## config.mk

```make
export PLATFORM = sky130hd
export DESIGN_NAME = dev_input_debounce
export DESIGN_NICKNAME = d
export VERILOG_FILES = /design/src/rtl/dev_input_pkg.sv /design/src/rtl/dev_input_debounce_ch.sv /design/src/rtl/dev_input_debounce.sv
export SDC_FILE = /design/constraint.sdc
export NUM_CORES = 1
export LEC_CHECK = 0
export CORE_ASPECT_RATIO = 0.7
export CORE_MARGIN = 2
export CORE_UTILIZATION = 60
export DETAILED_ROUTE_END_ITERATION = 10
export PLACE_DENSITY_LB_ADDON = 0.08
export SLEW_MARGIN = 30
export SYNTH_ARGS = -nofsm -noshare
export SYNTH_HDL_FRONTEND = slang
export SYNTH_SLANG_ARGS = --single-unit
```

## constraint.sdc

```tcl
create_clock -name clk -period 2 [get_ports clk]
set_input_delay 0.4 -clock clk [delete_from_list [all_inputs] [get_ports clk]]
set_output_delay 0.4 -clock clk [all_outputs]
set_load 0.005 [all_outputs]
```

## src/rtl/dev_input_pkg.sv

```systemverilog
// rtl/dev_input_pkg.sv - shared constants and default debounce derivation for the input debouncer
package dev_input_pkg;

    localparam int DEV_INPUT_WIDTH  = 21;

    // Bit positions of the board inputs within pins_i
    localparam int DEV_INPUT_SW_LSB = 0;
    localparam int DEV_INPUT_SW_MSB = 15;
    localparam int DEV_INPUT_BTND   = 16;
    localparam int DEV_INPUT_BTNR   = 17;
    localparam int DEV_INPUT_BTNL   = 18;
    localparam int DEV_INPUT_BTNU   = 19;
    localparam int DEV_INPUT_BTNC   = 20;

    // 5 ms worth of clock cycles, never below one so the counter stays meaningful
    function automatic int dev_input_default_debounce(input int clock_frequency);
        int cycles;
        cycles = clock_frequency / 200;
        return (cycles < 1) ? 1 : cycles;
    endfunction

endpackage

```

## src/rtl/dev_input_debounce_ch.sv

```systemverilog
// rtl/dev_input_debounce_ch.sv - one input channel: 2-flop sync, stability counter, level and edge pulses (glitch flag with DEV_INPUT_GLITCH_CNT_EN)
module dev_input_debounce_ch import dev_input_pkg::*; #(
    parameter int DEBOUNCE_CYCLES = 4
) (
    input  logic clk,
    input  logic rst,
`ifdef DEV_INPUT_GLITCH_CNT_EN
    output logic glitch,
`endif
    input  logic pin,
    output logic level,
    output logic rise,
    output logic fall,
    output logic rise_nxt,
    output logic fall_nxt
);

    localparam int CW = $clog2(DEBOUNCE_CYCLES + 1);
    localparam logic [CW-1:0] LAST = CW'(DEBOUNCE_CYCLES - 1);

    logic          s1;
    logic          s2;
    logic [CW-1:0] cnt;
    logic [CW-1:0] cnt_nxt;
    logic          level_nxt;
    logic          commit;

    // Count consecutive cycles where the synchronised pin disagrees with the accepted level
    always_comb begin
        cnt_nxt   = cnt;
        level_nxt = level;
        commit    = 1'b0;
        if (s2 == level) begin
            cnt_nxt = '0;
        end else if (cnt == LAST) begin
            commit    = 1'b1;
            level_nxt = s2;
            cnt_nxt   = '0;
        end else begin
            cnt_nxt = cnt + CW'(1);
        end
    end

    assign rise_nxt = commit & s2;
    assign fall_nxt = commit & ~s2;

`ifdef DEV_INPUT_GLITCH_CNT_EN
    // A bounce: pin fell back to the accepted level after partial credit had been counted
    assign glitch = (s2 == level) && (cnt != '0);
`endif

    // Synchroniser, counter, level and pulse registers
    always_ff @(posedge clk) begin
        if (rst) begin
            s1    <= 1'b0;
            s2    <= 1'b0;
            cnt   <= '0;
            level <= 1'b0;
            rise  <= 1'b0;
            fall  <= 1'b0;
        end else begin
            s1    <= pin;
            s2    <= s1;
            cnt   <= cnt_nxt;
            level <= level_nxt;
            rise  <= rise_nxt;
            fall  <= fall_nxt;
        end
    end

endmodule

```

## src/rtl/dev_input_debounce.sv

```systemverilog
// rtl/dev_input_debounce.sv - debounced switch/button inputs with edge pulses and sticky events (glitch counter with DEV_INPUT_GLITCH_CNT_EN)
module dev_input_debounce import dev_input_pkg::*; #(
    parameter int CLOCK_FREQUENCY = 100000000,
    parameter int DEBOUNCE_CYCLES = dev_input_default_debounce(CLOCK_FREQUENCY),
    parameter int WIDTH           = DEV_INPUT_WIDTH
) (
    input  logic             clk,
    input  logic             rst,
`ifdef DEV_INPUT_GLITCH_CNT_EN
    output logic [15:0]      glitch_cnt_o,
    input  logic             glitch_clr_i,
`endif
    input  logic [WIDTH-1:0] pins_i,
    output logic [WIDTH-1:0] level_o,
    output logic [WIDTH-1:0] rise_o,
    output logic [WIDTH-1:0] fall_o,
    output logic             changed_o,
    output logic [WIDTH-1:0] events_o,
    input  logic [WIDTH-1:0] clr_i
);

    logic [WIDTH-1:0] rise_nxt;
    logic [WIDTH-1:0] fall_nxt;
`ifdef DEV_INPUT_GLITCH_CNT_EN
    logic [WIDTH-1:0] glitch_vec;
    logic [15:0]      glitch_cnt_q;
`endif

    for (genvar i = 0; i < WIDTH; i++) begin : g_ch
        dev_input_debounce_ch #(
            .DEBOUNCE_CYCLES (DEBOUNCE_CYCLES)
        ) u_ch (
            .clk      (clk),
            .rst      (rst),
`ifdef DEV_INPUT_GLITCH_CNT_EN
            .glitch   (glitch_vec[i]),
`endif
            .pin      (pins_i[i]),
            .level    (level_o[i]),
            .rise     (rise_o[i]),
            .fall     (fall_o[i]),
            .rise_nxt (rise_nxt[i]),
            .fall_nxt (fall_nxt[i])
        );
    end

    // Any-change pulse and sticky events, both built from next-state edges so they line up with the pulses
    always_ff @(posedge clk) begin
        if (rst) begin
            changed_o <= 1'b0;
            events_o  <= '0;
        end else begin
            changed_o <= |(rise_nxt | fall_nxt);
            events_o  <= (events_o & ~clr_i) | rise_nxt | fall_nxt;
        end
    end

`ifdef DEV_INPUT_GLITCH_CNT_EN
    // Saturating count of cycles with at least one rejected bounce; clear beats increment
    always_ff @(posedge clk) begin
        if (rst) begin
            glitch_cnt_q <= '0;
        end else if (glitch_clr_i) begin
            glitch_cnt_q <= '0;
        end else if ((|glitch_vec) && (glitch_cnt_q != 16'hFFFF)) begin
            glitch_cnt_q <= glitch_cnt_q + 16'd1;
        end
    end

    assign glitch_cnt_o = glitch_cnt_q;
`endif

endmodule

```

### Word level (Yosys, flattened, before mapping)

Index checks and enable logic that the tools add are counted.

| word-level totals | value |
|---|---|
| register bits after elaboration | 526 |
| word-level logic and storage cells | 365 |
| output and inout port bits | 85 |
| bits of input ports | 44 |

| operators by class | value |
|---|---|
| bitwise gates (word level) | 89 |
| multiplexer cells | 42 |
| reduce and logical (&&, ||, !) cells | 43 |
| eq/ne operators | 42 |
| add/sub/neg operators | 21 |

Operators by type and width:

| cell | number |
|---|---|
| 19-bit by 1-bit adder with 19-bit output, second input constant | 21 |
| 19-bit equality test, second input constant | 21 |
| 21-bit OR | 3 |
| 3-bit OR reduction | 21 |
| 1-bit bitwise AND | 42 |
| 1-bit two-way mux | 42 |
| 1-bit NOT | 42 |
| 2-bit AND reduction | 21 |
| 21-bit bitwise AND | 1 |
| 1-bit equality test | 21 |
| 21-bit NOT | 1 |
| 21-bit OR reduction | 1 |

### Logic depth before layout (Yosys ltp)

| depth | value |
|---|---|
| depth after elaboration | 6 |
| gate-level depth with buffers | 9 |
| gate-level depth less buffers | 6 |

### Modules after synthesis

From an unflattened synthesis, not the netlist that was laid out.

| second synthesis, totals | value |
|---|---|
| cells, all modules | 2583 |
| area total of the unflattened synthesis | 23776.6 µm² |

Modules (own cells, without submodules):

| module | instances | seq. area each (µm²) | area an instance (µm²) | cells each |
|---|---|---|---|---|
| dev_input_debounce_ch (g_ch[0].u_ch ...) | 20 | 480.5 | 1092.3 | 118 |
| dev_input_debounce_ch (g_ch[9].u_ch) | 1 | 480.5 | 1073.5 | 122 |
| dev_input_debounce | 1 | 440.4 | 857.1 | 101 |

### Worst setup path after synthesis

No wires, ideal clock.

| timing path | value |
|---|---|
| kind | flip-flop to flip-flop |
| from | register g_ch[19].u_ch.cnt[0] |
| to | register g_ch[19].u_ch.cnt[10] |
| clock period less this slack | 1862 ps |
| library setup time | 117 ps |
| arrival | 1745 ps |
| path buffers | 2 |
| cell stages (with the launch flop) | 8 |
| data required time | 1883 ps |
| slack | 138 ps |
| cell sequence | dfxtp_1 -> ha_1 -> and4_1 -> clkbuf_1 -> nand2_1 -> o21ai_1 -> buf_2 -> nor2_1 |

| between the ends | value |
|---|---|
| cells in the longest elaborated chain, start to end | 2 |

RTL lines:

| item | line | text |
|---|---|---|
| start: declaration | dev_input_debounce_ch.sv:23 | `logic [CW-1:0] cnt;` |
| start signal: assignment | dev_input_debounce_ch.sv:64 | `cnt <= cnt_nxt;` |
| parallel branches: the longest is 2 deep, another holds 19-bit by 1-bit adder with 19-bit output | -- |  |

Parallel ways; which one is timed is not known.
A chain may end at the register's enable or synchronous reset.

### Worst setup path after layout

| timing path | value |
|---|---|
| from | register g_ch[10].u_ch.cnt[14] |
| to | register changed_o |

| between the ends | value |
|---|---|
| cells in the longest elaborated chain, start to end | 6 |

RTL lines:

| item | line | text |
|---|---|---|
| start: declaration | dev_input_debounce_ch.sv:23 |  |
| start signal: assignment | dev_input_debounce_ch.sv:64 |  |
| 19-bit equality test (*) | dev_input_debounce_ch.sv:35 | `end else if (cnt == LAST) begin` |
| 1-bit two-way mux (*) | dev_input_debounce_ch.sv:35 |  |
| 1-bit two-way mux (*) | dev_input_debounce_ch.sv:33 | `if (s2 == level) begin` |
| 1-bit bitwise AND, on equally long branches | dev_input_debounce_ch.sv:44, dev_input_debounce_ch.sv:45 |  |
| 21-bit OR (*) | dev_input_debounce.sv:53 | `changed_o <= \|(rise_nxt \| fall_nxt);` |
| 21-bit OR reduction (*) | dev_input_debounce.sv:53 |  |
| end signal: assignment | dev_input_debounce.sv:53 |  |
| end: declaration | dev_input_debounce.sv:17 | `output logic changed_o,` |

Mark *: on every way between the ends. The rest lies on a longest branch, timed or not.

==> results.md <==
- Synth cell types: 51
- Initial antenna violation count: 0
- Setup_tns: 0 ps
- Share of layout cells above drive strength 1: 7.39%
- H-tree depth: 2
- Setup violators final: 0
- FF+latch count, synth: 526
- Setup Crit Path Kind: reg2reg
- Wl on met1: 21,300 µm
- Switching share of power: 20.1%
- Most common cell in the synthesized netlist: dfxtp_1
- Hold_ws: 110 ps
- Cell Rows: 58
- Worst ir drop on vdd: 0.000706 V
- Register area: 0.0105 mm²
- Status: finished clean
- Final setup margin: 34.4 ps
- CTS Buf Count: 48
- Gate Count Post-Synth: 2,505
- Area of the multi-input gates: 0.0106 mm²
- Synth top area cells: dfxtp_1 48%, nor2_1 8.9%, xor2_1 7.3%, xnor2_1 6.9%, nand2_1 3.3%
- Element type at the critical path start: flop
- Synth cell count leaders: 526 x dfxtp_1, 522 x nor2_1, 196 x nand2_1, 185 x xor2_1, 175 x xnor2_1
- Primary FF master, synth: dfxtp_1
- Flop pwr share: 51.1%
- Leak pwr: 8.70 nW
- Max-slew headroom: 61.0%
- Slew @ Worst Pin: 580 ps
- Final #Nets: 2,705
- Cell Chain, Critical Path: or3_1 > or4_4 > nor4_4 > a2111oi_1 > buf_4 > a41oi_1
- Post-synth net total: 2,570
- Top-level I/O count: 129
- Post-synth ARST share: 0%
- Largest family of logic cells by synthesized area: simple AND/OR/NAND/NOR gates
- Crit-path max FO: 2
- P_sw: 4.15 mW
- Combinational fraction of design power: 1.5%
- Crit-path max cell delay: 540 ps
- Vias in the first global route: 15,300
- Final Hold Fails: 0
- Worst Setup SP: g_ch[10].u_ch.cnt[14]$_SDFF_PP0_
- Router iterations before antenna repair: 5
- Unrepaired setup endpoints after global routing: true
- Met2 wire len: 18,900 µm
- Top sig layer: met4
- Cell taking the most area after synthesis: dfxtp_1
- Pwr Total: 20.7 mW
- Routed via count: 16,700
- DRT antenna net count: 0
- Complex-gate fraction of the synthesized area: 2.36%
- Critical Path RT: 2500 ps
- WHS Path Cells: 2
- Routed WL per cell: 13.5 µm
- Internal power: 16.5 mW
- Fin area: 0.0256 mm²
- Register area share after synthesis: 47.7%
- Root Buffer: clkbuf_16
- Dpl cell area: 0.0238 mm²
- DRC viols: 0
- Clk network pwr share: 47.4%
- Clock period minus worst slack: 1970 ps
- Post-Synth Adder-Cell Area: 1.19%
- Fillers: 2,767
- Reg-to-Reg Start: g_ch[10].u_ch.cnt[14]$_SDFF_PP0_
- Delay-heaviest family, CP: simple AND/OR/NAND/NOR gates
- Mux contribution to synthesized area: 0.318%
- Worst hold path class: in2reg
- Max_cap viols: 0
- Worst path slowest cell: or4_4
- Maximum number of pins on one net before global-route repair: 29
- Hold Path Origin: rst
- Clk_skew: 22.1 ps
- Bufs and invs on worst path: 1
- Core Footprint: 0.0361 mm²
- Pre-CTS WS: -70.5 ps
- Routability Congestion: 0.862
- Area grow syn2layout: 16.1%
- Die footprint: 0.0383 mm²
- N_diodes: 0
- Routed wl met3: 1730 µm
- Worst R2R Path Depth: 6
- XOR/XNOR share of the synthesized area: 14.3%
- PwrDens: 807 mW/mm²
- Final count of pins violating max slew: 0
- CP arrival: 2460 ps
- Final global-route overflow total: 0
- CTS max path bufs: 3
- Buffers on Ports: 128
- Die width: 233 µm
- Initial core utilization: 61.2%
- CTS tree: yes
- DR vias/cell: 5.27
- Share of the synthesized area in the top cell type: 47.7%
- Iter 0 DRT Violations: 959
- Clock latency on the worst-skew pair: 570 ps
- Simple-gate area share of the yosys netlist: 29.7%
- Crit end category: flop
- Average size of a mapped cell: 8.81 µm²
- Max Fclk: 0.509 GHz
- Overall die height: 164 µm
- Crit share post-route: 98.3%
- Clock Pin Slew Worst Setup and Hold Paths: 60 ps
- YS warnings: 0
- Post-DP HPWL: 30,200 µm
- Total Wirelength: 42,600 µm
- CTS Sinks: 526
- Synthesized area: 0.0221 mm²
- EDFF count, synth: 0
- First-pass GRT wire length: 71,500 µm
- Critical Path Stages: 6
- GRT Total Usage: 22.1%
## registers in the layout (all words and copies together) (netlist names)
register / flops
events_o: 21
g_ch.u_ch.fall: 21
g_ch.u_ch.level: 21
g_ch.u_ch.s2: 21
g_ch.u_ch.rise: 21
g_ch.u_ch.s1: 21
changed_o: 1
g_ch.u_ch.cnt: 399
## power groups by stage
stage / Clock (mW) / Combinational, mW / Sequential [mW]
6_report: 9.79 / 0.305 / 10.6
5_1_grt: 10.4 / 0.337 / 10.6
4_1_cts: 10.0 / 0.307 / 10.6
3_5_place_dp: 0 / 0.303 / 10.8
3_3_place_gp: 0 / 0.298 / 10.8
2_1_floorplan: 0 / 0.161 / 10.8
## what timing repair did
action,4_1_cts,5_1_grt
hold buffers,0,0
setup buffers,0,0
pin swaps,0,1
setup endpoints to repair,2,27
gates resized for setup,3,11
## metrics by stage
stage / util, % / cells
2_1_floorplan: - / 2505
3_3_place_gp: 66.0 / 3070
3_5_place_dp: 66.0 / 3070
4_1_cts: 70.9 / 3159
5_1_grt: 71.0 / 3159
6_report: 71.0 / 3159
## cell type report
type                            count  share of cell area [%]
Clock buffer                       62                    5.45
Timing Repair Buffer              208                    7.49
Multi-Input combinational cell   1800                    41.5
Clock inverter                     27                    1.30
Tap cell                          480                    2.34
Sequential cell                   526                    41.1
Inverter                           56                   0.821
## cells by family (layout without fill, tap and decap cells)
group	after synthesis	count (layout)
AND/OR/NAND/NOR	1323	1323
flip-flops	526	526
XOR/XNOR	360	360
buffers and inverters	179	353
AO/OA/AOI/OAI	89	89
adder cells (fa/ha/maj)	21	21
multiplexers	7	7
## per-layer routing
metal,vias to the layer above,track usage (%)
li1,8583,-
met1,7759,31.4
met2,264,35.2
met3,54,3.47
met4,0,5.82
met5,-,0
## worst paths after layout
check | endpoint | slack (ps)
max reg2reg | changed_o$_SDFF_PP0_ | 30
min | g_ch[0].u_ch.level$_SDFFE_PP0N_ | 110
min reg2reg | g_ch[11].u_ch.cnt[0]$_SDFF_PP0_ | 440
max | changed_o$_SDFF_PP0_ | 30
## cells in the final DEF, fill, tap and decap left out, types with 12 or more instances in the layout
cell type          n
clkbuf_16         49
dfxtp_1          525
and2_1            12
nor4_1            21
inv_1             56
and3_1            78
ha_1              21
xor2_1           185
nor2b_1           66
o21ai_0           32
nand2_1          196
nand4_1           94
or3_1             28
nor4b_1           20
clkbuf_8          12
nor2_1           522
clkdlybuf4s50_1  126
and4_1            34
a21oi_1           31
buf_4             78
nor4bb_1          22
nand3_1          141
nor3_1            45
clkinv_2          12
xnor2_1          175
## worst register-to-register path, stage by stage, from the launching register on
cell       delay, ps
dfxtp_1          300
or3_1            360
or4_4            540
nor4_4           290
a2111oi_1        100
buf_4            160
a41oi_1          130
(Power assumes the default switching activity.)
